File: src/rtl/collective_controller.sv
// Controller endpoint of the node command protocol: queues host collectives,
// broadcasts op/size words to all nodes, tracks node readiness and reports completion latency.
module collective_controller #(
  parameter int unsigned N     = 4,
  parameter int unsigned W     = 128,
  parameter int unsigned D     = 5,
  parameter int unsigned DEPTH = 4
) (
  input  logic                 clock,
  input  logic                 reset,
  input  logic                 cmd_valid,
  output logic                 cmd_ready,
  input  logic [31:0]          cmd_op,
  input  logic [31:0]          cmd_size,
  input  logic [N-1:0]         node_ivalid,
  input  logic [128*N-1:0]     node_idata,
  output logic [N-1:0]         node_ovalid,
  output logic [0:128*N-1]     node_odata,
  output logic                 busy,
  output logic                 done,
  output logic [31:0]          done_op,
  output logic [31:0]          done_cycles,
  output logic [7:0]           err_count,
  output logic                 dup_err
);

  localparam int unsigned WORD_W      = 128;
  localparam int unsigned AW          = (DEPTH > 1) ? $clog2(DEPTH) : 1;
  localparam int unsigned PW          = AW + 1;
  localparam int unsigned CHUNK_BYTES = N * W / 8;
  localparam logic [32:0] MAX_BYTES   = 33'(CHUNK_BYTES) << D;

  typedef enum logic [1:0] {
    S_COLLECT   = 2'd0,
    S_IDLE      = 2'd1,
    S_SEND_SIZE = 2'd2,
    S_WAIT      = 2'd3
  } state_t;

  state_t state_q, state_d;

  logic [31:0]   fifo_op_q   [DEPTH];
  logic [31:0]   fifo_op_d   [DEPTH];
  logic [31:0]   fifo_size_q [DEPTH];
  logic [31:0]   fifo_size_d [DEPTH];
  logic [PW-1:0] wr_ptr_q, wr_ptr_d, rd_ptr_q, rd_ptr_d;
  logic          cmd_ready_q, cmd_ready_d;

  logic [N-1:0]         flags_q, flags_d;
  logic                 first_pass_q, first_pass_d;
  logic                 busy_q, busy_d;
  logic                 done_q, done_d;
  logic [31:0]          done_op_q, done_op_d;
  logic [31:0]          done_cycles_q, done_cycles_d;
  logic [7:0]           err_count_q, err_count_d;
  logic                 dup_err_q, dup_err_d;
  logic [31:0]          cycles_q, cycles_d;
  logic [31:0]          cur_op_q, cur_op_d;
  logic [31:0]          cur_size_q, cur_size_d;
  logic [N-1:0]         node_ovalid_q, node_ovalid_d;
  logic [0:128*N-1]     node_odata_q, node_odata_d;

  logic        push, pop, fifo_empty, head_valid;
  logic [31:0] head_op, head_size;
  logic        idata_unused;

  assign idata_unused = ^node_idata;

  assign push       = cmd_valid && cmd_ready_q;
  assign fifo_empty = (wr_ptr_q == rd_ptr_q);
  assign head_op    = fifo_op_q[rd_ptr_q[AW-1:0]];
  assign head_size  = fifo_size_q[rd_ptr_q[AW-1:0]];

  // Command legality: known op, whole number of portions, at most 2**D portions per node
  assign head_valid = (head_op < 32'd2) && (head_size != 32'd0)
                   && ((head_size % 32'(CHUNK_BYTES)) == 32'd0)
                   && ({1'b0, head_size} <= MAX_BYTES);

  // Command FIFO pointers and storage
  always_comb begin
    fifo_op_d   = fifo_op_q;
    fifo_size_d = fifo_size_q;
    wr_ptr_d    = wr_ptr_q + PW'(push);
    rd_ptr_d    = rd_ptr_q + PW'(pop);
    if (push) begin
      fifo_op_d[wr_ptr_q[AW-1:0]]   = cmd_op;
      fifo_size_d[wr_ptr_q[AW-1:0]] = cmd_size;
    end
    cmd_ready_d = (PW'(wr_ptr_d - rd_ptr_d) != PW'(DEPTH));
  end

  // Protocol FSM: next state, flags, counters and node outputs
  always_comb begin
    state_d       = state_q;
    flags_d       = flags_q | node_ivalid;
    dup_err_d     = dup_err_q | (|(flags_q & node_ivalid));
    first_pass_d  = first_pass_q;
    busy_d        = busy_q;
    done_d        = 1'b0;
    done_op_d     = done_op_q;
    done_cycles_d = done_cycles_q;
    err_count_d   = err_count_q;
    cur_op_d      = cur_op_q;
    cur_size_d    = cur_size_q;
    cycles_d      = (busy_q && (cycles_q != '1)) ? cycles_q + 32'd1 : cycles_q;
    node_ovalid_d = '0;
    node_odata_d  = '0;
    pop           = 1'b0;

    case (state_q)
      S_COLLECT: begin
        if (&flags_d) begin
          if (first_pass_q) begin
            first_pass_d = 1'b0;
          end else begin
            done_d        = 1'b1;
            done_op_d     = cur_op_q;
            done_cycles_d = cycles_q;
            busy_d        = 1'b0;
          end
          state_d = S_IDLE;
        end
      end
      S_IDLE: begin
        if (!fifo_empty) begin
          pop = 1'b1;
          if (head_valid) begin
            flags_d       = '0;
            cur_op_d      = head_op;
            cur_size_d    = head_size;
            node_ovalid_d = '1;
            node_odata_d  = {N{WORD_W'(head_op)}};
            busy_d        = 1'b1;
            cycles_d      = 32'd1;
            state_d       = S_SEND_SIZE;
          end else if (err_count_q != 8'hFF) begin
            err_count_d = err_count_q + 8'd1;
          end
        end
      end
      S_SEND_SIZE: begin
        node_ovalid_d = '1;
        node_odata_d  = {N{WORD_W'(cur_size_q)}};
        state_d       = S_WAIT;
      end
      S_WAIT: begin
        state_d = S_COLLECT;
      end
      default: state_d = S_COLLECT;
    endcase
  end

  always_ff @(posedge clock) begin
    if (!reset) begin
      state_q       <= S_COLLECT;
      fifo_op_q     <= '{default: '0};
      fifo_size_q   <= '{default: '0};
      wr_ptr_q      <= '0;
      rd_ptr_q      <= '0;
      cmd_ready_q   <= 1'b0;
      flags_q       <= '0;
      first_pass_q  <= 1'b1;
      busy_q        <= 1'b0;
      done_q        <= 1'b0;
      done_op_q     <= '0;
      done_cycles_q <= '0;
      err_count_q   <= '0;
      dup_err_q     <= 1'b0;
      cycles_q      <= '0;
      cur_op_q      <= '0;
      cur_size_q    <= '0;
      node_ovalid_q <= '0;
      node_odata_q  <= '0;
    end else begin
      state_q       <= state_d;
      fifo_op_q     <= fifo_op_d;
      fifo_size_q   <= fifo_size_d;
      wr_ptr_q      <= wr_ptr_d;
      rd_ptr_q      <= rd_ptr_d;
      cmd_ready_q   <= cmd_ready_d;
      flags_q       <= flags_d;
      first_pass_q  <= first_pass_d;
      busy_q        <= busy_d;
      done_q        <= done_d;
      done_op_q     <= done_op_d;
      done_cycles_q <= done_cycles_d;
      err_count_q   <= err_count_d;
      dup_err_q     <= dup_err_d;
      cycles_q      <= cycles_d;
      cur_op_q      <= cur_op_d;
      cur_size_q    <= cur_size_d;
      node_ovalid_q <= node_ovalid_d;
      node_odata_q  <= node_odata_d;
    end
  end

  assign cmd_ready   = cmd_ready_q;
  assign node_ovalid = node_ovalid_q;
  assign node_odata  = node_odata_q;
  assign busy        = busy_q;
  assign done        = done_q;
  assign done_op     = done_op_q;
  assign done_cycles = done_cycles_q;
  assign err_count   = err_count_q;
  assign dup_err     = dup_err_q;

endmodule

File: config.mk
export PLATFORM = sky130hd
export DESIGN_NAME = collective_controller
export DESIGN_NICKNAME = d
export VERILOG_FILES = /design/src/rtl/collective_controller.sv
export SDC_FILE = /design/constraint.sdc
export NUM_CORES = 1
export LEC_CHECK = 0
export BUFFER_PORTS_ARGS = -buffer_cell sky130_fd_sc_hd__buf_2
export CAP_MARGIN = 20
export CORE_AREA = 2 2 455 457
export CTS_BUF_LIST = sky130_fd_sc_hd__clkbuf_8
export DETAILED_ROUTE_END_ITERATION = 16
export DIE_AREA = 0 0 457 459
export PLACE_DENSITY = 0.3
export SYNTH_ARGS = -nofsm -noshare
export SYNTH_HDL_FRONTEND = slang
export SYNTH_SLANG_ARGS = --single-unit
File: constraint.sdc
create_clock -name clock -period 3.5 [get_ports clock]
set_clock_uncertainty 0.1 [all_clocks]
set_input_delay 0.7 -clock clock [delete_from_list [all_inputs] [get_ports clock]]
set_output_delay 0.7 -clock clock [all_outputs]
set_load 0.005 [all_outputs]
==> impl_metrics.csv <==
group,metric,value,unit
logic_synthesis,syn_inst,2540,
grt,antenna_found_initial,38,
routing,wl,73.99,mm
logic_synthesis,ys_ff_latch,474,
clock_tree,cts-resized-gates,0,
sta,timing.final.crit_share,0.9107,
routing,ant_nets,0,
floorplanning,die_x,457,um
clock_tree,cts_buffers,87,
floorplanning,io_pins,1175,
floorplanning,rows,167,
floorplanning,initial_core_util,0.1016,
power_and_ir_drop,power.leakage,0.009886,uW
sta,worst_slew_pin_slew,890.0,ps
floorplanning,die_y,459,um
clock_tree,htreeDepth,3,
logic_synthesis,syn-mean-instance-area,8.228,um^2
clock_tree,clkSinkCount,474,
logic_synthesis,synth_edf_count,0,
grt,grt_pass1_vias,14390,
logic_synthesis,synth-seq-area-share,0.4541,
floorplanning,core_area,205600,um^2
critical_path,r2r-start,"rd_ptr_q[1]$_SDFF_PN0_",
routing,dr.pass1.iters,5,
critical_path,critPathCaptureType,"flip-flop",
grt,grtUsageTotal,0.06828,
clock_tree,cts_root_buf,"clkbuf_8",
clock_tree,cts_setup_buffers,0,
sta,grt_setup_unrepaired,"no",
critical_path,cp_data_arrival_time,3710,ps
power_and_ir_drop,power.density,482.8,nW/um^2
sta,hold_slack,124.2,ps
placed_design,placed_area,23490,um^2
critical_path,required,4020,ps
power_and_ir_drop,ir_drop,0.2251,mV
logic_synthesis,yosys.area.top_type,"dfxtp_1",
floorplanning,die-area,209800,um^2
clock_tree,clock_latency,770,ps
critical_path,ff2ff_setup_slack,310,ps
placed_design,io_buffer_count,278,
sta,finalSetupTns,0,ps
routing,wire_per_inst,13.41,um
critical_path,cp-start-kind,"flip-flop",
sta,setup_viol,0,
finish,layout_common_cells,"nand2_1 (683), dfxtp_1 (474), conb_1 (384)",
logic_synthesis,synth_area_leaders,"dfxtp_1 (45%), buf_4 (17%), nand2_1 (12%), a21oi_1 (8.0%), and2_1 (3.7%)",
outcome,status,"complete, no violations",
routing,drc_errors,0,
finish,finalInstanceArea,25670,um^2
logic_synthesis,synth_area,20900,um^2
finish,drive_above_1_share,0.1709,
routing,routed_via_density,2.888,
grt,grt_pass1_wl,105.0,mm
critical_path,cp_max_fo,29,
grt,grt_max_degree,108,
finish,area_growth,22.82,%
finish,final_common_cell,"nand2_1",
flow_run,drv_cap,0,
critical_path,r2r_end,"cur_size_q[16]$_SDFFE_PN0P_",
sta,fmax,313.7,MHz
clock_tree,tritoncts,"yes",
logic_synthesis,ys_types,55,
logic_synthesis,yosysWarnings,0,
worst_hold_path,hold_end,"fifo_op_q[57]$_SDFFE_PN0P_",
sta,slew_viol_final,0,
worst_hold_path,min_from,"cmd_op[25]",
critical_path,ff2ff_path_depth,12,
logic_synthesis,yosysTopAreaCellShare,0.4541,
placed_design,dp_hpwl,52.31,mm
clock_tree,clock_path_buffers,3,
routing,vias,15940,
routing,first_iter_violations,726,
sta,finalHoldViolCount,0,
sta,relSlewSlack,0.4067,
clock_tree,clk_pin_slew,60,ps
finish,num-fill-cells,23710,
finish,nets,3344,
worst_hold_path,holdCritPathClass,"input pin to flip-flop",
worst_hold_path,whs_path_depth,3,
sta,period_minus_slack,3187,ps
grt,overflow,0,
logic_synthesis,ys.flop_type,"dfxtp_1",
critical_path,setup.worst_path.class,"flip-flop to flip-flop",
logic_synthesis,synth-async-reset-ratio,0,
placed_design,routabilityCongestion,0.7074,
kinds of logic (layout without fill, tap and decap cells):
kind of cell,after synthesis,in the layout,share of synthesized area
other cells,1,390,0.0001794
flops,474,474,0.4541
simple gates,1000,1000,0.2143
compound gates,365,365,0.09106
xor+xnor,37,37,0.01551
buf+inv,632,518,0.2045
mux,20,20,0.01377
fa+ha+maj,11,11,0.006586
where the power goes:
| group | leakage, uW | total [uW] | internal (uW) | switching [uW] |
|---|---|---|---|---|
| Combinational | 0.00503 | 1040 | 319 | 724 |
| Clock | 0.00103 | 5790 | 3190 | 2600 |
| Sequential | 0.00383 | 5560 | 5500 | 63.2 |
| Total | 0.00989 | 12400 | 9000 | 3390 |
per-layer routing:
metal,GRT usage,vias up,wire [um],part of all wire
li1,-,7831,-,-
met1,0.08115,7234,31360,0.42
met2,0.1159,694,34810,0.47
met3,0.02117,159,5426,0.073
met4,0.02303,20,2279,0.031
met5,0,-,117,0.0016
worst max-delay path, cell delays in order (launching register included):
cell and delay, ps:
dfxtp_1 590, buf_12 240, nor4b_1 450, nand4_1 200, o22ai_1 160, nor3_1 70, buf_4 190, nor4_4 270
buf_12 180, a21oi_4 60, buf_12 170, buf_12 160, and2_1 160
registers in the layout, summed over array words and instances (netlist names):
signal / cells
cur_size_q: 32
done: 1
busy: 1
state_q: 2
cycles_q: 32
wr_ptr_q: 3
err_count: 8
first_pass_q: 1
flags_q: 4
fifo_op_q: 128
rd_ptr_q: 3
node_odata: 32
node_ovalid: 1
fifo_size_q: 128
done_op: 32
dup_err: 1
cur_op_q: 32
done_cycles: 32
cmd_ready: 1
Yosys cell counts, types with 4 or more instances:
| cell type | n |
|---|---|
| a21oi_1 | 334 |
| a31oi_1 | 4 |
| and2_1 | 122 |
| and4_1 | 4 |
| buf_1 | 9 |
| buf_4 | 486 |
| buf_6 | 10 |
| clkbuf_1 | 107 |
| dfxtp_1 | 474 |
| ha_1 | 11 |
| inv_1 | 18 |
| mux2i_1 | 13 |
| mux4_2 | 7 |
| nand2_1 | 684 |
| nand3_1 | 31 |
| nand4_1 | 17 |
| nor2_1 | 34 |
| nor2b_1 | 6 |
| nor3_1 | 11 |
| nor4_1 | 55 |
| nor4b_1 | 7 |
| o21ai_0 | 7 |
| or3_1 | 5 |
| or4_1 | 7 |
| xnor2_1 | 18 |
| xor2_1 | 19 |
worst max path at each step:
| stage | start | endpoint | depth (start not counted) |
|---|---|---|---|
| 3_5_place_dp | rd_ptr_q[1]$_SDFF_PN0_ | cur_size_q[18]$_SDFFE_PN0P_ | 12 |
| 4_1_cts | rd_ptr_q[1]$_SDFF_PN0_ | cur_size_q[18]$_SDFFE_PN0P_ | 12 |
| 6_report | rd_ptr_q[1]$_SDFF_PN0_ | cur_size_q[16]$_SDFFE_PN0P_ | 12 |
| 3_3_place_gp | rd_ptr_q[1]$_SDFF_PN0_ | cur_size_q[5]$_SDFFE_PN0P_ | 12 |
| 5_1_grt | rd_ptr_q[1]$_SDFF_PN0_ | cur_size_q[6]$_SDFFE_PN0P_ | 10 |
| 2_1_floorplan | rd_ptr_q[0]$_SDFF_PN0_ | cur_op_q[10]$_SDFFE_PN0P_ | 10 |
final cells by class:
type                    instances  area (um^2)  share of cell area
diodes                          6        15.01           0.0005850
clock buffers                 112         1541             0.06006
clock inverters                36        317.8             0.01238
inverters                      18        75.07            0.002925
multi-input cells            1817         8623              0.3360
flip-flops and latches        474         9489              0.3697
well taps                    2704         3383              0.1318
repair buffers                352         2222             0.08658
repair_timing:
item | in CTS | in global routing
endpoints found under the hold margin | 86 | 0
setup endpoints to repair | 0 | 0
hold buffers | 30 | 0
metrics by stage:
stage	instances	util	setup slack, ps	power, uW
final	5519	0.1248	312.5	12390
after global placement	5334	0.1142	281.6	6713
after CTS	5513	0.1248	237.8	12780
after detailed placement	5335	0.1143	286.3	6711
after global routing	5514	0.1248	5.209	13120
after floorplan	2923	-	876.4	6585
Power figures use the tool's default switching activity.
